[src/rtl/multicycle_control_fsm.sv]
// Multicycle RISC-V style control unit: a Moore state machine that sequences
// fetch, decode, address, memory, execute and writeback steps. Only the
// memory-handshake enables, the branch PC enable and the illegal-opcode pulse
// look at inputs directly; everything else is decoded from the state register.
module multicycle_control_fsm (
  input  logic       clk,
  input  logic       rst_n,
  input  logic [6:0] OP,
  input  logic       Zero,
  input  logic       mem_ready,
  output logic       PCWrite,
  output logic       AdrSrc,
  output logic       MemWrite,
  output logic       IRWrite,
  output logic [1:0] ResultSrc,
  output logic [1:0] ALUSrcA,
  output logic [1:0] ALUSrcB,
  output logic [1:0] ALU_OP,
  output logic       RegWrite,
  output logic       illegal_instr,
  output logic [3:0] state
);

  typedef enum logic [3:0] {
    S_FETCH    = 4'd0,
    S_DECODE   = 4'd1,
    S_MEMADR   = 4'd2,
    S_MEMREAD  = 4'd3,
    S_MEMWB    = 4'd4,
    S_MEMWRITE = 4'd5,
    S_EXECUTER = 4'd6,
    S_ALUWB    = 4'd7,
    S_EXECUTEI = 4'd8,
    S_JAL      = 4'd9,
    S_BEQ      = 4'd10
  } state_t;

  localparam logic [6:0] OP_LW    = 7'b0000011;
  localparam logic [6:0] OP_SW    = 7'b0100011;
  localparam logic [6:0] OP_RTYPE = 7'b0110011;
  localparam logic [6:0] OP_ITYPE = 7'b0010011;
  localparam logic [6:0] OP_JAL   = 7'b1101111;
  localparam logic [6:0] OP_BEQ   = 7'b1100011;

  state_t r_state;
  state_t w_next;

  // Raw strobes before the reset override.
  logic w_pc_write;
  logic w_mem_write;
  logic w_ir_write;
  logic w_reg_write;
  logic w_illegal;

  // State register; the asynchronous reset parks the machine in FETCH at once.
  always_ff @(posedge clk or negedge rst_n) begin
    if (!rst_n) begin
      r_state <= S_FETCH;
    end else begin
      r_state <= w_next;
    end
  end

  // Next-state and output decode; unused codes 11-15 fall to the defaults.
  always_comb begin
    w_next      = S_FETCH;
    w_pc_write  = 1'b0;
    w_mem_write = 1'b0;
    w_ir_write  = 1'b0;
    w_reg_write = 1'b0;
    w_illegal   = 1'b0;
    AdrSrc      = 1'b0;
    ResultSrc   = 2'b00;
    ALUSrcA     = 2'b00;
    ALUSrcB     = 2'b00;
    ALU_OP      = 2'b00;
    case (r_state)
      S_FETCH: begin
        ALUSrcB    = 2'b10;
        ResultSrc  = 2'b10;
        w_ir_write = mem_ready;
        w_pc_write = mem_ready;
        w_next     = mem_ready ? S_DECODE : S_FETCH;
      end
      S_DECODE: begin
        ALUSrcA = 2'b01;
        ALUSrcB = 2'b01;
        case (OP)
          OP_LW, OP_SW: w_next = S_MEMADR;
          OP_RTYPE:     w_next = S_EXECUTER;
          OP_ITYPE:     w_next = S_EXECUTEI;
          OP_JAL:       w_next = S_JAL;
          OP_BEQ:       w_next = S_BEQ;
          default: begin
            w_next    = S_FETCH;
            w_illegal = 1'b1;
          end
        endcase
      end
      S_MEMADR: begin
        ALUSrcA = 2'b10;
        ALUSrcB = 2'b01;
        w_next  = (OP == OP_LW) ? S_MEMREAD : S_MEMWRITE;
      end
      S_MEMREAD: begin
        AdrSrc = 1'b1;
        w_next = mem_ready ? S_MEMWB : S_MEMREAD;
      end
      S_MEMWB: begin
        ResultSrc   = 2'b01;
        w_reg_write = 1'b1;
        w_next      = S_FETCH;
      end
      S_MEMWRITE: begin
        AdrSrc      = 1'b1;
        w_mem_write = 1'b1;
        w_next      = mem_ready ? S_FETCH : S_MEMWRITE;
      end
      S_EXECUTER: begin
        ALUSrcA = 2'b10;
        ALU_OP  = 2'b10;
        w_next  = S_ALUWB;
      end
      S_EXECUTEI: begin
        ALUSrcA = 2'b10;
        ALUSrcB = 2'b01;
        ALU_OP  = 2'b10;
        w_next  = S_ALUWB;
      end
      S_ALUWB: begin
        w_reg_write = 1'b1;
        w_next      = S_FETCH;
      end
      S_JAL: begin
        ALUSrcA    = 2'b01;
        ALUSrcB    = 2'b10;
        w_pc_write = 1'b1;
        w_next     = S_ALUWB;
      end
      S_BEQ: begin
        ALUSrcA    = 2'b10;
        ALU_OP     = 2'b01;
        w_pc_write = Zero;
        w_next     = S_FETCH;
      end
      default: w_next = S_FETCH;
    endcase
  end

  // Reset must kill every strobe combinationally, even an in-flight store.
  assign PCWrite       = rst_n & w_pc_write;
  assign MemWrite      = rst_n & w_mem_write;
  assign IRWrite       = rst_n & w_ir_write;
  assign RegWrite      = rst_n & w_reg_write;
  assign illegal_instr = rst_n & w_illegal;
  assign state         = r_state;

endmodule

[config.mk]
export PLATFORM = sky130hd
export DESIGN_NAME = multicycle_control_fsm
export DESIGN_NICKNAME = d
export VERILOG_FILES = /design/src/rtl/multicycle_control_fsm.sv
export SDC_FILE = /design/constraint.sdc
export NUM_CORES = 1
export LEC_CHECK = 0
export CAP_MARGIN = 20
export CORE_UTILIZATION = 39
export DETAILED_ROUTE_END_ITERATION = 12
export GPL_ROUTABILITY_DRIVEN = 0
export PLACE_DENSITY = 0.77
export SLEW_MARGIN = 20
export SYNTH_ARGS = -nofsm -noshare
export SYNTH_HDL_FRONTEND = slang
export SYNTH_SLANG_ARGS = --single-unit
[constraint.sdc]
create_clock -name clk -period 1.5 [get_ports clk]
set_input_delay 0.15 -clock clk [delete_from_list [all_inputs] [get_ports clk]]
set_output_delay 0.15 -clock clk [all_outputs]
set_load 0.01 [all_outputs]
==> results.cfg <==
[final_layout]
largest_reg_flops = 4
drive_gt1_share_pct = 54.6
areaGrowthSynthToFinish_pct = 106
n_fill_cell = 59
layout.nets = 154
diodes = 0

[routing]
avgViaCountPerCell = 6.26
finalWirelength_um = 3210
ant_nets = 0
dr.first_iter.drc_count = 30
wl_per_cell_um = 20.6
first_pass_iters = 4
drc = 0
vias = 977

[synth]
synthXorXnorAreaFrac_pct = 1.45
synth-compound-area-share_pct = 24.6
synth_simple_gate_area_share_pct = 44.1
synthArstFlopShare_pct = 100
synth_area_leaders = dfrtp_1 17%, a21oi_1 6.6%, buf_6 5.6%
yosysTopAreaCell = dfrtp_1
yosys.area.top_type_share_pct = 16.6
synthTopCellsByCount = 8 x a21oi_1, 8 x nor2_1, 5 x nand2_1, 5 x nand2b_1
syn_avg_cell_area_sq_um = 7.46
synth_edf_count = 0
netlist_area_sq_um = 604
synth_nets = 92
synth_flop_cell = dfrtp_1
seq_area_frac_synth_pct = 16.6
synth_top_family_by_area = simple AND/OR/NAND/NOR gates
yosysUniqueCellTypes = 35
synth_fa_ha_area_share_pct = 1.66
synth_warnings = 0
synthMuxAreaShare_pct = 1.66
synthCells = 81
ys_seq_elements = 4

[global_routing]
grt-ovfl-total = 0
grt_pass1_vias = 708
grt_max_degree = 17
grt_antenna_before_repair = 0
grt_pass1_wl_um = 2880
track_usage_pct = 26.7

[critical_path]
path_class = flop to primary output
crit_fanout = 14
worstPathArrival_ps = 1620
critPathTopFamily = buffers and inverters
cp_num_buf_inv = 3
crit_chain = buf_4, buf_12, nand2b_1, a21oi_1, a21oi_1, nor2_1, buf_2
cpPeakStageDelay_ps = 420
worst_setup_path_start_kind = flop
cp-end-kind = primary output
cp_slowest_cell = dfrtp_2
path_common_cell = a21oi_1
required_ps = 1350

[pwr]
peakVddDrop_v = 0.000631
p_leak_nw = 0.596
power_density_nw_per_um2 = 537

[clock_network]
htreeDepth = 1
numCtsBuffers = 3
cts_tree = yes
path_clk_slew_ps = 40
clock_path_buffers = 2
clk_latency_ps = 240
clock-sinks = 4
clockRootBuffer = clkbuf_4
hold_buffers = 0

[flow_run]
drv_cap = 0

[timing]
finalSetupViolCount = 15
fmax_mhz = 563
finalSetupTns_ps = -2220
report.final.hold_viol_count = 0
worstMarginPinSlew_ps = 400
whs_ps = 235
maxSlewHeadroom_pct = 73.0
drv_slew = 0
worst_slack_ps = -275
finalClockSkew_ps = 3.62
rsz0062_at_grt = true
period_minus_slack_ps = 1770
fin_crit_sh_pct = 118

[die]
coreArea_sq_um = 1370
start_util_pct = 44.2
fp-row-count = 13
die_x_um = 41.4
die_area_sq_um = 1710
io_pins = 29
die_y_um = 41.4

[run_status]
failed_checks = setup timing
status = finished, violations left

[placement]
dp_hpwl_um = 1470
io_buffers = 28

[min_path]
hold_path.class = primary input to asynchronous set/reset pin
[worst paths after layout]
| kind | slack [ps] | depth (start not counted) | to | from |
|---|---|---|---|---|
| setup / recovery | -270 | 7 | ALUSrcB[0] | state[1] |
| hold / removal | 230 | 2 | state[1] | rst_n |
| setup reg to reg | -220 | 9 | state[1] | state[2] |
| hold reg to reg | 730 | 2 | state[2] | state[3] |
| max in group asynchronous | 1140 | 2 | state[0] | rst_n |
| min in group clk | 590 | 3 | state[3] | OP[0] |
[logic make-up after synthesis]
family          count (synthesis)
flops                           4
simple gates                   43
mux                             1
xor+xnor                        1
buf+inv                         9
compound gates                 22
fa+ha+maj                       1
[area by class of cell]
cell class,count,area [sq um],area share (%)
timing repair buffer,63,547,43.9
multi-input combinational,68,543,43.6
sequential,4,103,8.24
clock buffer,3,22.5,1.81
tap,15,18.8,1.51
inverter,3,11.3,0.905
[metal layers]
| layer | vias up | share of wire (%) | global-route usage [%] | wire length (um) |
|---|---|---|---|---|
| met5 | - | 0 | 0 | 0 |
| met1 | 473 | 36 | 22.8 | 1170 |
| li1 | 420 | - | - | - |
| met4 | 0 | 3.7 | 12.1 | 118 |
| met3 | 16 | 6.0 | 6.38 | 193 |
| met2 | 68 | 54 | 55.9 | 1730 |
[power breakdown]
part | leakage (nW) | internal (W) | switching, W | total [W]
clock network | 0.0138 | 0.0000897 | 0.0000477 | 0.000137
registers | 0.0513 | 0.000117 | 0.0000122 | 0.000129
logic | 0.530 | 0.000206 | 0.000196 | 0.000403
total | 0.596 | 0.000413 | 0.000256 | 0.000669
[what timing repair did]
| item | in CTS | in global routing |
|---|---|---|
| pin swaps | 7 | 15 |
| setup buffers | 7 | 4 |
| gates resized for setup | 66 | 27 |
| endpoints found under the setup margin | 17 | 15 |
[metrics by stage]
step / util, % / total power, W / setup WS [ps] / cells / instance area, sq um
floorplan: - / 0.000288 / 44.7 / 81 / 613
global placement: 78.8 / 0.000453 / -331 / 143 / 1080
detailed placement: 78.8 / 0.000464 / -403 / 143 / 1080
CTS: 84.2 / 0.000603 / -152 / 153 / 1150
global route: 91.1 / 0.000699 / -390 / 156 / 1240
finish: 91.1 / 0.000669 / -275 / 156 / 1240
[layout by cell type (no fill, tap or decap), types with 2 or more instances in the layout]
cell             instances
buf_4                   21
buf_2                   13
buf_6                   12
clkdlybuf4s50_1         11
nor2_1                   6
a21oi_1                  5
nand3b_1                 4
nand3_1                  3
nand2b_1                 3
inv_1                    3
nand2_2                  3
nand2_1                  3
a21oi_2                  3
clkbuf_4                 3
nor3_2                   2
o21ai_0                  2
nor3b_2                  2
nand2b_4                 2
and3_1                   2
nor2b_1                  2
dlymetal6s2s_1           2
buf_12                   2
dfrtp_2                  2
dfrtp_1                  2
Note: power is estimated with default switching activity, not from simulation.
